## src/rtl/robo_ambiente_pkg.sv

```systemverilog
// Shared definitions for the robo_ambiente grid-world model.
// Latency: n/a (types, constants and a pose-stepping helper only).
// Backpressure: n/a.
// Contents: ACTIVE level, heading codes DIR_*, FSM state codes AMB_*,
//           packed pose_t and step_pose() (one cell forward along heading).
package robo_ambiente_pkg;

    localparam logic ACTIVE = 1'b1;

    // Headings: N increments y, E increments x, S decrements y, W decrements x.
    localparam logic [1:0] DIR_N = 2'd0;
    localparam logic [1:0] DIR_E = 2'd1;
    localparam logic [1:0] DIR_S = 2'd2;
    localparam logic [1:0] DIR_W = 2'd3;

    localparam logic [1:0] AMB_IDLE    = 2'd0;
    localparam logic [1:0] AMB_MOVE    = 2'd1;
    localparam logic [1:0] AMB_TURN    = 2'd2;
    localparam logic [1:0] AMB_COLLECT = 2'd3;

    typedef struct packed {
        logic [3:0] x;
        logic [3:0] y;
        logic [1:0] dir;
    } pose_t;

    function automatic pose_t step_pose(input pose_t p);
        pose_t n;
        n = p;
        case (p.dir)
            DIR_N: n.y = p.y + 4'd1;
            DIR_E: n.x = p.x + 4'd1;
            DIR_S: n.y = p.y - 4'd1;
            DIR_W: n.x = p.x - 4'd1;
        endcase
        return n;
    endfunction

endpackage

```

## src/rtl/robo_amb_lookup.sv

```systemverilog
// Combinational sensor decode: ahead/left cells from pose, bounds, bitmap lookups.
// Latency: 0 cycles (pure combinational, driven only by registered pose/debris).
// Backpressure: none.
// Ports: i_pose (x,y,dir), i_wall/i_debris/i_mark (W*H bitmaps, bit = y*W+x);
//        o_ahead_idx (bitmap index of the cell ahead), o_head, o_left, o_barrier, o_under.
module robo_amb_lookup
    import robo_ambiente_pkg::*;
#(
    parameter int W = 4,
    parameter int H = 4
) (
    input  pose_t            i_pose,
    input  logic [W*H-1:0]   i_wall,
    input  logic [W*H-1:0]   i_debris,
    input  logic [W*H-1:0]   i_mark,
    output logic [7:0]       o_ahead_idx,
    output logic             o_head,
    output logic             o_left,
    output logic             o_barrier,
    output logic             o_under
);

    localparam logic signed [5:0] WS = 6'(W);
    localparam logic signed [5:0] HS = 6'(H);
    localparam logic [7:0]        W8 = 8'(W);

    // Signed coordinates so that stepping off the 0 edge reads as -1, not 15.
    logic signed [5:0] w_px, w_py, w_ax, w_ay, w_lx, w_ly;
    logic              w_a_in, w_l_in;
    logic [7:0]        w_a_idx, w_l_idx, w_p_idx;
    logic [255:0]      w_wall, w_deb, w_mark;

    assign w_px = $signed({2'b00, i_pose.x});
    assign w_py = $signed({2'b00, i_pose.y});

    // Left of the robot is one quarter-turn counter-clockwise from its heading.
    always_comb begin
        w_ax = w_px;
        w_ay = w_py;
        w_lx = w_px;
        w_ly = w_py;
        case (i_pose.dir)
            DIR_N: begin w_ay = w_py + 6'sd1; w_lx = w_px - 6'sd1; end
            DIR_E: begin w_ax = w_px + 6'sd1; w_ly = w_py + 6'sd1; end
            DIR_S: begin w_ay = w_py - 6'sd1; w_lx = w_px + 6'sd1; end
            DIR_W: begin w_ax = w_px - 6'sd1; w_ly = w_py - 6'sd1; end
        endcase
    end

    assign w_a_in = (w_ax >= 6'sd0) && (w_ax < WS) && (w_ay >= 6'sd0) && (w_ay < HS);
    assign w_l_in = (w_lx >= 6'sd0) && (w_lx < WS) && (w_ly >= 6'sd0) && (w_ly < HS);

    // Indices are only meaningful when the matching in-bounds flag is set.
    assign w_a_idx = 8'(w_ay[3:0]) * W8 + 8'(w_ax[3:0]);
    assign w_l_idx = 8'(w_ly[3:0]) * W8 + 8'(w_lx[3:0]);
    assign w_p_idx = 8'(i_pose.y) * W8 + 8'(i_pose.x);

    assign w_wall = 256'(i_wall);
    assign w_deb  = 256'(i_debris);
    assign w_mark = 256'(i_mark);

    assign o_ahead_idx = w_a_idx;
    assign o_head      = !w_a_in || w_wall[w_a_idx];
    assign o_left      = !w_l_in || w_wall[w_l_idx];
    assign o_barrier   = w_a_in && w_deb[w_a_idx];
    assign o_under     = w_mark[w_p_idx];

endmodule

```

## src/rtl/robo_ambiente.sv

```systemverilog
// Grid-world model closing the loop around the collector robot (pose, debris, sensors).
// Latency: advance/turn/collect take MOVE/TURN/COLLECT_CYCLES busy cycles after the IDLE sample.
// Backpressure: commands are sampled only while busy=0; refused advances pulse bump.
// Ports: clock, reset (sync, active-high); advance/turn/collect in; head/left/barrier/under,
//        busy, bump, pos_x/pos_y/heading out. Defining ROBO_AMB_STATS_EN adds
//        moves_cnt/turns_cnt/bumps_cnt (saturating) and debris_left (popcount of debris).
module robo_ambiente
    import robo_ambiente_pkg::*;
#(
    parameter int             W              = 4,
    parameter int             H              = 4,
    parameter logic [W*H-1:0] WALL_MAP       = '0,
    parameter logic [W*H-1:0] DEBRIS_MAP     = '0,
    parameter logic [W*H-1:0] MARK_MAP       = '0,
    parameter int             START_X        = 0,
    parameter int             START_Y        = 0,
    parameter int             START_DIR      = 0,
    parameter int             MOVE_CYCLES    = 2,
    parameter int             TURN_CYCLES    = 2,
    parameter int             COLLECT_CYCLES = 4
) (
    input  logic        clock,
    input  logic        reset,
    input  logic        advance,
    input  logic        turn,
    input  logic        collect,
    output logic        head,
    output logic        left,
    output logic        barrier,
    output logic        under,
    output logic        busy,
    output logic        bump,
    output logic [3:0]  pos_x,
    output logic [3:0]  pos_y,
    output logic [1:0]  heading
`ifdef ROBO_AMB_STATS_EN
    ,
    output logic [15:0] moves_cnt,
    output logic [15:0] turns_cnt,
    output logic [15:0] bumps_cnt,
    output logic [7:0]  debris_left
`endif
);

    localparam pose_t      START_POSE = {4'(START_X), 4'(START_Y), 2'(START_DIR)};
    localparam logic [7:0] MOVE_LD    = 8'(MOVE_CYCLES - 1);
    localparam logic [7:0] TURN_LD    = 8'(TURN_CYCLES - 1);
    localparam logic [7:0] COL_LD     = 8'(COLLECT_CYCLES - 1);

    pose_t          r_pose;
    logic [1:0]     r_state;
    logic [7:0]     r_cnt;
    logic [W*H-1:0] r_debris;
    logic           r_bump;

    logic [7:0]     w_ahead_idx;
    logic           w_head, w_left, w_barrier, w_under;
    logic           w_idle, w_move_done, w_turn_done, w_bump_req;

    robo_amb_lookup #(.W(W), .H(H)) u_lookup (
        .i_pose      (r_pose),
        .i_wall      (WALL_MAP),
        .i_debris    (r_debris),
        .i_mark      (MARK_MAP),
        .o_ahead_idx (w_ahead_idx),
        .o_head      (w_head),
        .o_left      (w_left),
        .o_barrier   (w_barrier),
        .o_under     (w_under)
    );

    assign w_idle      = (r_state == AMB_IDLE);
    assign w_move_done = (r_state == AMB_MOVE) && (r_cnt == 8'd0);
    assign w_turn_done = (r_state == AMB_TURN) && (r_cnt == 8'd0);
    // Advance loses to collect and turn, so only a lone advance can be refused.
    assign w_bump_req  = w_idle && (collect != ACTIVE) && (turn != ACTIVE) &&
                         (advance == ACTIVE) && (w_head || w_barrier);

    always_ff @(posedge clock) begin
        if (reset == ACTIVE) begin
            r_pose   <= START_POSE;
            r_debris <= DEBRIS_MAP;
            r_state  <= AMB_IDLE;
            r_cnt    <= 8'd0;
            r_bump   <= 1'b0;
        end else begin
            r_bump <= w_bump_req;
            case (r_state)
                AMB_IDLE: begin
                    if (collect == ACTIVE) begin
                        // Collecting in front of an empty cell is a silent no-op.
                        if (w_barrier) begin
                            r_state <= AMB_COLLECT;
                            r_cnt   <= COL_LD;
                        end
                    end else if (turn == ACTIVE) begin
                        r_state <= AMB_TURN;
                        r_cnt   <= TURN_LD;
                    end else if ((advance == ACTIVE) && !w_head && !w_barrier) begin
                        r_state <= AMB_MOVE;
                        r_cnt   <= MOVE_LD;
                    end
                end
                AMB_MOVE: begin
                    if (w_move_done) begin
                        r_pose  <= step_pose(r_pose);
                        r_state <= AMB_IDLE;
                    end else begin
                        r_cnt <= r_cnt - 8'd1;
                    end
                end
                AMB_TURN: begin
                    if (w_turn_done) begin
                        r_pose.dir <= r_pose.dir + 2'd1;
                        r_state    <= AMB_IDLE;
                    end else begin
                        r_cnt <= r_cnt - 8'd1;
                    end
                end
                AMB_COLLECT: begin
                    // Pose and debris are frozen while collecting, so the ahead
                    // index still names the cell that held debris on entry.
                    if (r_cnt == 8'd0) begin
                        for (int i = 0; i < W*H; i++) begin
                            if (8'(i) == w_ahead_idx) r_debris[i] <= 1'b0;
                        end
                        r_state <= AMB_IDLE;
                    end else if (collect != ACTIVE) begin
                        r_state <= AMB_IDLE;
                    end else begin
                        r_cnt <= r_cnt - 8'd1;
                    end
                end
            endcase
        end
    end

    assign head    = w_head;
    assign left    = w_left;
    assign barrier = w_barrier;
    assign under   = w_under;
    assign busy    = !w_idle;
    assign bump    = r_bump;
    assign pos_x   = r_pose.x;
    assign pos_y   = r_pose.y;
    assign heading = r_pose.dir;

`ifdef ROBO_AMB_STATS_EN
    logic [15:0] r_moves, r_turns, r_bumps;
    logic [7:0]  w_pop;

    always_ff @(posedge clock) begin
        if (reset == ACTIVE) begin
            r_moves <= 16'd0;
            r_turns <= 16'd0;
            r_bumps <= 16'd0;
        end else begin
            if (w_move_done && (r_moves != 16'hFFFF)) r_moves <= r_moves + 16'd1;
            if (w_turn_done && (r_turns != 16'hFFFF)) r_turns <= r_turns + 16'd1;
            if (w_bump_req  && (r_bumps != 16'hFFFF)) r_bumps <= r_bumps + 16'd1;
        end
    end

    always_comb begin
        w_pop = 8'd0;
        for (int i = 0; i < W*H; i++) w_pop = w_pop + 8'(r_debris[i]);
    end

    assign moves_cnt   = r_moves;
    assign turns_cnt   = r_turns;
    assign bumps_cnt   = r_bumps;
    assign debris_left = w_pop;
`endif

endmodule

```

## config.mk

```make
export PLATFORM = sky130hd
export DESIGN_NAME = robo_ambiente
export DESIGN_NICKNAME = d
export VERILOG_FILES = /design/src/rtl/robo_ambiente_pkg.sv /design/src/rtl/robo_amb_lookup.sv /design/src/rtl/robo_ambiente.sv
export SDC_FILE = /design/constraint.sdc
export NUM_CORES = 1
export LEC_CHECK = 0
export CAP_MARGIN = 20
export CORE_ASPECT_RATIO = 0.75
export CORE_MARGIN = 4
export CORE_UTILIZATION = 55
export CTS_BUF_LIST = sky130_fd_sc_hd__clkbuf_8 sky130_fd_sc_hd__clkbuf_16
export DETAILED_ROUTE_END_ITERATION = 10
export PLACE_DENSITY = 0.89
export RECOVER_POWER = 25
export SLEW_MARGIN = 10
export SYNTH_ARGS = -nofsm -noshare
export SYNTH_HDL_FRONTEND = slang
export SYNTH_SLANG_ARGS = --single-unit
```

## constraint.sdc

```tcl
create_clock -name clock -period 2.1 [get_ports clock]
set_input_delay 0.42 -clock clock [delete_from_list [all_inputs] [get_ports clock]]
set_output_delay 0.42 -clock clock [all_outputs]
set_load 0.01 [all_outputs]
```

==> Word level (Yosys, flattened, before mapping) <==
Memory sizes are Yosys's and may differ from the RTL's.
Index checks and enable logic that the tools add are counted.
{ "totals": {"regBits": 21, "latch_bits": 0, "mem_bits_ro": 768, "in_bits": 5, "memories": 3, "wordCells": 113, "ram_bits": 0, "output_inout_bits": 16} }
{ "op_classes": {"n_mul": 0, "muxes": 29, "shifts": 0, "n_addsub": 13, "magnitude_cmp": 11, "reduce_logical": 33, "div_mod_pow": 0, "n_bitwise": 3, "n_eq_ne": 15} }
{ "mem_list": {"columns": ["name", "depth", "word_bits", "read_ports", "rd_clocked_by_memory_dff", "write_ports", "line_no", "text"], "rows": [
  ["(no name shown)", 256, 1, 1, 0, 0, "robo_amb_lookup.sv:64", "assign o_left = !w_l_in || w_wall[w_l_idx];"],
  ["(no name shown)", 256, 1, 1, 0, 0, "robo_amb_lookup.sv:63", "assign o_head = !w_a_in || w_wall[w_a_idx];"],
  ["(no name shown)", 256, 1, 1, 0, 0, "robo_amb_lookup.sv:66", "assign o_under = w_mark[w_p_idx];"]
]} }
{ "ops": {"columns": ["operator", "count"], "rows": [
  ["2-to-1 mux 8 bit", 8],
  ["case mux 6 bit (2 select lines)", 4],
  ["case mux 8 bit (4 select lines)", 1],
  ["less-than comparator 8 x 9 -> 1 bit (second input constant)", 3],
  [">= comparator 6 x 1 -> 1 bit (second input constant)", 4],
  ["less-than comparator 6 x 4 -> 1 bit (second input constant)", 4],
  ["adder 6 x 4 -> 7 bit", 3],
  ["2-to-1 mux 2 bit", 9],
  ["case mux 4 bit (2 select lines)", 2],
  ["logical AND 1 bit", 15],
  ["!= test 2 bit (second input constant)", 6],
  ["adder 4 x 1 -> 5 bit (second input constant)", 2],
  ["subtractor 4 x 1 -> 5 bit (second input constant)", 2],
  ["AND reduction 3 bit", 3],
  ["adder 4 x 1 -> 4 bit (second input constant)", 2],
  ["== test 2 bit (second input constant)", 4],
  ["zero test 8 bit", 1],
  ["case mux 2 bit (4 select lines)", 1],
  ["subtractor 4 x 1 -> 4 bit (second input constant)", 2],
  ["subtractor 8 x 1 -> 8 bit (second input constant)", 1],
  ["!= test 3 bit (second input constant)", 2],
  ["AND reduction 6 bit", 1],
  ["zero test 1 bit", 5],
  ["AND reduction 5 bit", 1],
  ["other kinds (9)", 18]
]} }

==> Depth between registers and ports, before layout <==
{ "logic_depth": {"depth_word": 15, "mapped_depth": 8, "mapped_depth_nobuf": 8} }

==> By module <==
A second synthesis with hierarchy kept.
{ "hier_totals": {"hier_cells": 315, "area_unflattened_um2": 2855.2} }
{ "modules_own_cells": {"columns": ["module", "cells_per_inst", "area_each_um2", "instances"], "rows": [
  ["robo_amb_lookup", 170, 1584.0, 1],
  ["robo_ambiente", 145, 1271.2, 1]
]} }

==> Worst setup path after synthesis <==
Ideal clock, no wire load.
{ "synth_timing": {"path_kind": "reg2reg", "start": "register r_pose, in the netlist heading[0]", "end": "register r_pose, in the netlist pos_y[3]", "setup_slack_ps": 105, "setup_ps": 71, "synth_period_minus_slack_ps": 1995, "arrival_time_ps": 1925, "n_path_buf": 0, "path_stages_with_launch": 9, "path_cell_list": "dfxtp_1 -> inv_1 -> ha_1 -> ha_1 -> a21o_1 -> a21oi_1 -> xnor2_1 -> or3_1 -> a21oi_1"} }
{ "synth_between": {"elab_chain_cells": 3, "elab_cells_between_ends": 5, "cone_classes": "eq/ne (1); mux (1); reduce/logical (3)"} }
{ "synth_rtl": {"columns": ["element", "line_no", "text"], "rows": [
  ["from (decl)", "robo_ambiente.sv:50", "pose_t r_pose;"],
  ["from (signal assigned)", "robo_ambiente.sv:106", "r_pose <= step_pose(r_pose);"],
  ["== test 2 bit / zero test 2 bit (equally long branches)", "robo_ambiente_pkg.sv:30", "case (p.dir)"],
  ["nonzero test 2 bit (no line)", null, null],
  ["AND reduction 3 bit (no line)", null, null]
]} }
Parallel ways exist; a longest one is shown, timed or not.
A chain may end at the register's enable or synchronous reset.

==> Final worst setup path <==
{ "layout_timing": {"start": "register r_pose, in the netlist pos_x[1]", "end": "output head"} }
{ "layout_between": {"elab_chain_cells": 8, "elab_cells_between_ends": 13, "cone_classes": "add/sub (3); order compare (2); mux (2); reduce/logical (5); memory (1)"} }
{ "layout_rtl": {"columns": ["element", "line_no", "text"], "rows": [
  ["subtractor 4 x 1 -> 5 bit / adder 4 x 1 -> 5 bit (equally long branches)", "robo_amb_lookup.sv:46, robo_amb_lookup.sv:44", null],
  ["case mux 6 bit (2 select lines) (*)", "robo_amb_lookup.sv:42", "case (i_pose.dir)"],
  ["branches (longest 5 deep; another with adder 6 x 4 -> 7 bit)", null, null],
  ["logical OR 1 bit (*)", "robo_amb_lookup.sv:63", null],
  ["to (decl)", "robo_ambiente.sv:27", "output logic head,"]
]} }
Every way passes the cells marked *. The select of a mux whose other input is x is not followed.

==> run metrics <==
I/O pin count 21; Lkg Pwr 0.9729 nW; wl on met1 2506 um; pre-CTS setup slack -0.1400 ns; initial cell density of the core 59.35%; Final Non-Filler Cells 293; first-pass GRT wire length 8749 um; top post-synthesis cells by area dfxtp_1 26%, ha_1 10%, nor2_1 5.4%, a211oi_2 4.7%, inv_1 4.2%; post-synthesis simple-gate area fraction 22.78%; Post-DRT Antenna Nets 0; Max-Cap Viols 0; number of synthesis warnings 0; antenna violations before repair 0; most frequent CP cell nand3_2; share of the synthesized area in the top cell type 26.21%; post-synthesis cell count 194; Slew HR 64.39%; # diodes 0; initial DRC count 341; WHS Path Cells 2; Mapped Avg Cell Area 8.268 um^2; CP Class flip-flop to output port; drt via density 7.096; vias in the first global route 1883; H-tree Lvls 1; maximum vdd drop 0.5499 mV; Skew-Pair Late Insertion Delay 0.28 ns; num rows 16; final setup fails 3; CTS Buffer Depth 2; Critical Path AT 1.75 ns; synth cell count leaders 23 x nor2_1, 21 x dfxtp_1, 18 x inv_1; largest net degree at the start of global routing 13; FF-to-FF path depth 7; CP Launch Type flip-flop; WL/cell 23.45 um; mapped cell area 1604 um^2; DRC viols 0; Hold WS 0.5956 ns; number of fill cells in the layout 99; status complete, but fails checks; crit path max-delay cell type dfxtp_4; DR vias 2079; Die Wd 70.36 um; WL final 6870 um; TritonCTS clock tree built; Layout Nets 278; P per Cell Area 558.5 nW/um^2; worst-margin pin slew 0.5292 ns; number of buffers created by CTS 3; CP Capture Type output port; core area 2703 um^2; main combinational cell family by area after synthesis compound AO/OA/AOI/OAI gates; chip height 54.77 um; highest metal used met4; CP peak stage delay 0.40 ns; Area Growth Syn to Fin 50.70%; critical path peak fanout 4; met3 wire length 855 um; CP cell instances inv_1 -> ha_1 -> nor2_2 -> nand3_2 -> a32oi_2 -> nand3_2 -> clkbuf_2; failing checks negative setup slack; fin crit share 103.3%; dpl cells 280; GRT overflow 0; post-synthesis sequential area ratio 26.21%; RSZ-0062 raised after global routing true; Pwr Total 1.350 mW; fraction of layout cells with a size suffix above 1 39.69%; count of pins over their slew limit 0; count leader, synth nor2_1; xor/xnor share of the synthesized area 3.822%; Post-synth EDFFs 0; Hold Path Class flip-flop to flip-flop; hpwl dp 3421 um; Netlist cell types 49; Adder-Cell Fraction of Synth Area 12.64%; Reg clk slew, reported paths 0.10 ns; CP Data Required Time 1.68 ns; design area 2417 um^2; DRT Pass-1 Iters 6; PnR worst setup slack -0.06947 ns; Final Skew 0.01698 ns; WL met2 2948 um; Main synth FF type dfxtp_1; IO buf count 18; Die ar. 3854 um^2; post-synthesis compound-gate area fraction 25.74%; #FFs+latches synth 21; mux share of post-synthesis cell area 2.028%; clk sink count 21; Peak Freq 460.9 MHz; routability cong. 0.8678; placed cell area 2069 um^2; Yosys top cell by area dfxtp_1; final hold vios 0; min Tclk post-route 2.169 ns; final core occ 89.44%; overall global routing resource usage 29.12%; setup TNS -0.09606 ns; ys async rst share 0%; Root Driver clkbuf_8
==> path summary, 6_finish.rpt <==
kind	start	end	slack [ns]
min	pos_x[2]	pos_x[2]	0.60
min reg2reg	pos_x[2]	pos_x[2]	0.60
max	pos_x[1]	head	-0.07
max reg2reg	r_cnt[0]	pos_x[3]	-0.01
==> layout by cell type, fill, tap and decap left out, types with 5 or more instances in the layout <==
cell and instances:
or3_1 5, nand2_1 8, buf_4 41, inv_1 18
a211oi_2 6, a21oi_1 11, dfxtp_1 15, o21ai_0 5
ha_4 5, xnor2_1 6, clkdlybuf4s50_1 12, ha_1 7
nor2_1 21
==> cell families after synthesis <==
kind of cell,count (synthesis)
XOR/XNOR,7
AO/OA/AOI/OAI,54
other,1
adder cells (fa/ha/maj),15
buffers and inverters,24
multiplexers,3
flip-flops,21
AND/OR/NAND/NOR,69
==> state kept, by name, summed over array words and instances, names as in the netlist <==
| name | flops |
|---|---|
| r_cnt | 8 |
| pos_x | 4 |
| pos_y | 4 |
| heading | 2 |
| r_state | 2 |
| bump | 1 |
==> cell type report <==
class                   count  area [um^2]  area share, %
repair buffers             62        511.7          21.17
flip-flops and latches     21        432.9          17.91
inverters                  19        71.32          2.950
well taps                  36        45.04          1.863
clock buffers               3        41.29          1.708
clock inverters             1        5.005         0.2070
multi-input cells         151         1310          54.19
==> per-layer routing <==
layer / track usage (%) / up-vias
li1: - / 824
met1: 31.83 / 950
met2: 50.62 / 214
met3: 8.440 / 91
met4: 19.75 / 0
met5: 0 / -
==> report_power, final <==
group / switching, mW / leakage [nW] / internal (mW)
sequential: 0.0408 / 0.174 / 0.419
clock: 0.155 / 0.0255 / 0.133
combinational: 0.349 / 0.774 / 0.254
total: 0.544 / 0.973 / 0.806
==> critical path: cells and delay by family (launching register included) <==
family          cells  cell delay (ns)
compound gates      1             0.30
fa+ha+maj           1             0.22
buf+inv             2             0.23
flops               1             0.40
simple gates        3             0.32
==> what timing repair did <==
| item | CTS | global route |
|---|---|---|
| endpoints found under the hold margin | 0 | 0 |
| setup buffers | 2 | 7 |
| resized for setup | 22 | 37 |
| hold buffers | 0 | 0 |
| endpoints found under the setup margin | 10 | 17 |
| gates cloned | 0 | 1 |
| pin swaps | 6 | 17 |
Power figures use the tool's default switching activity.
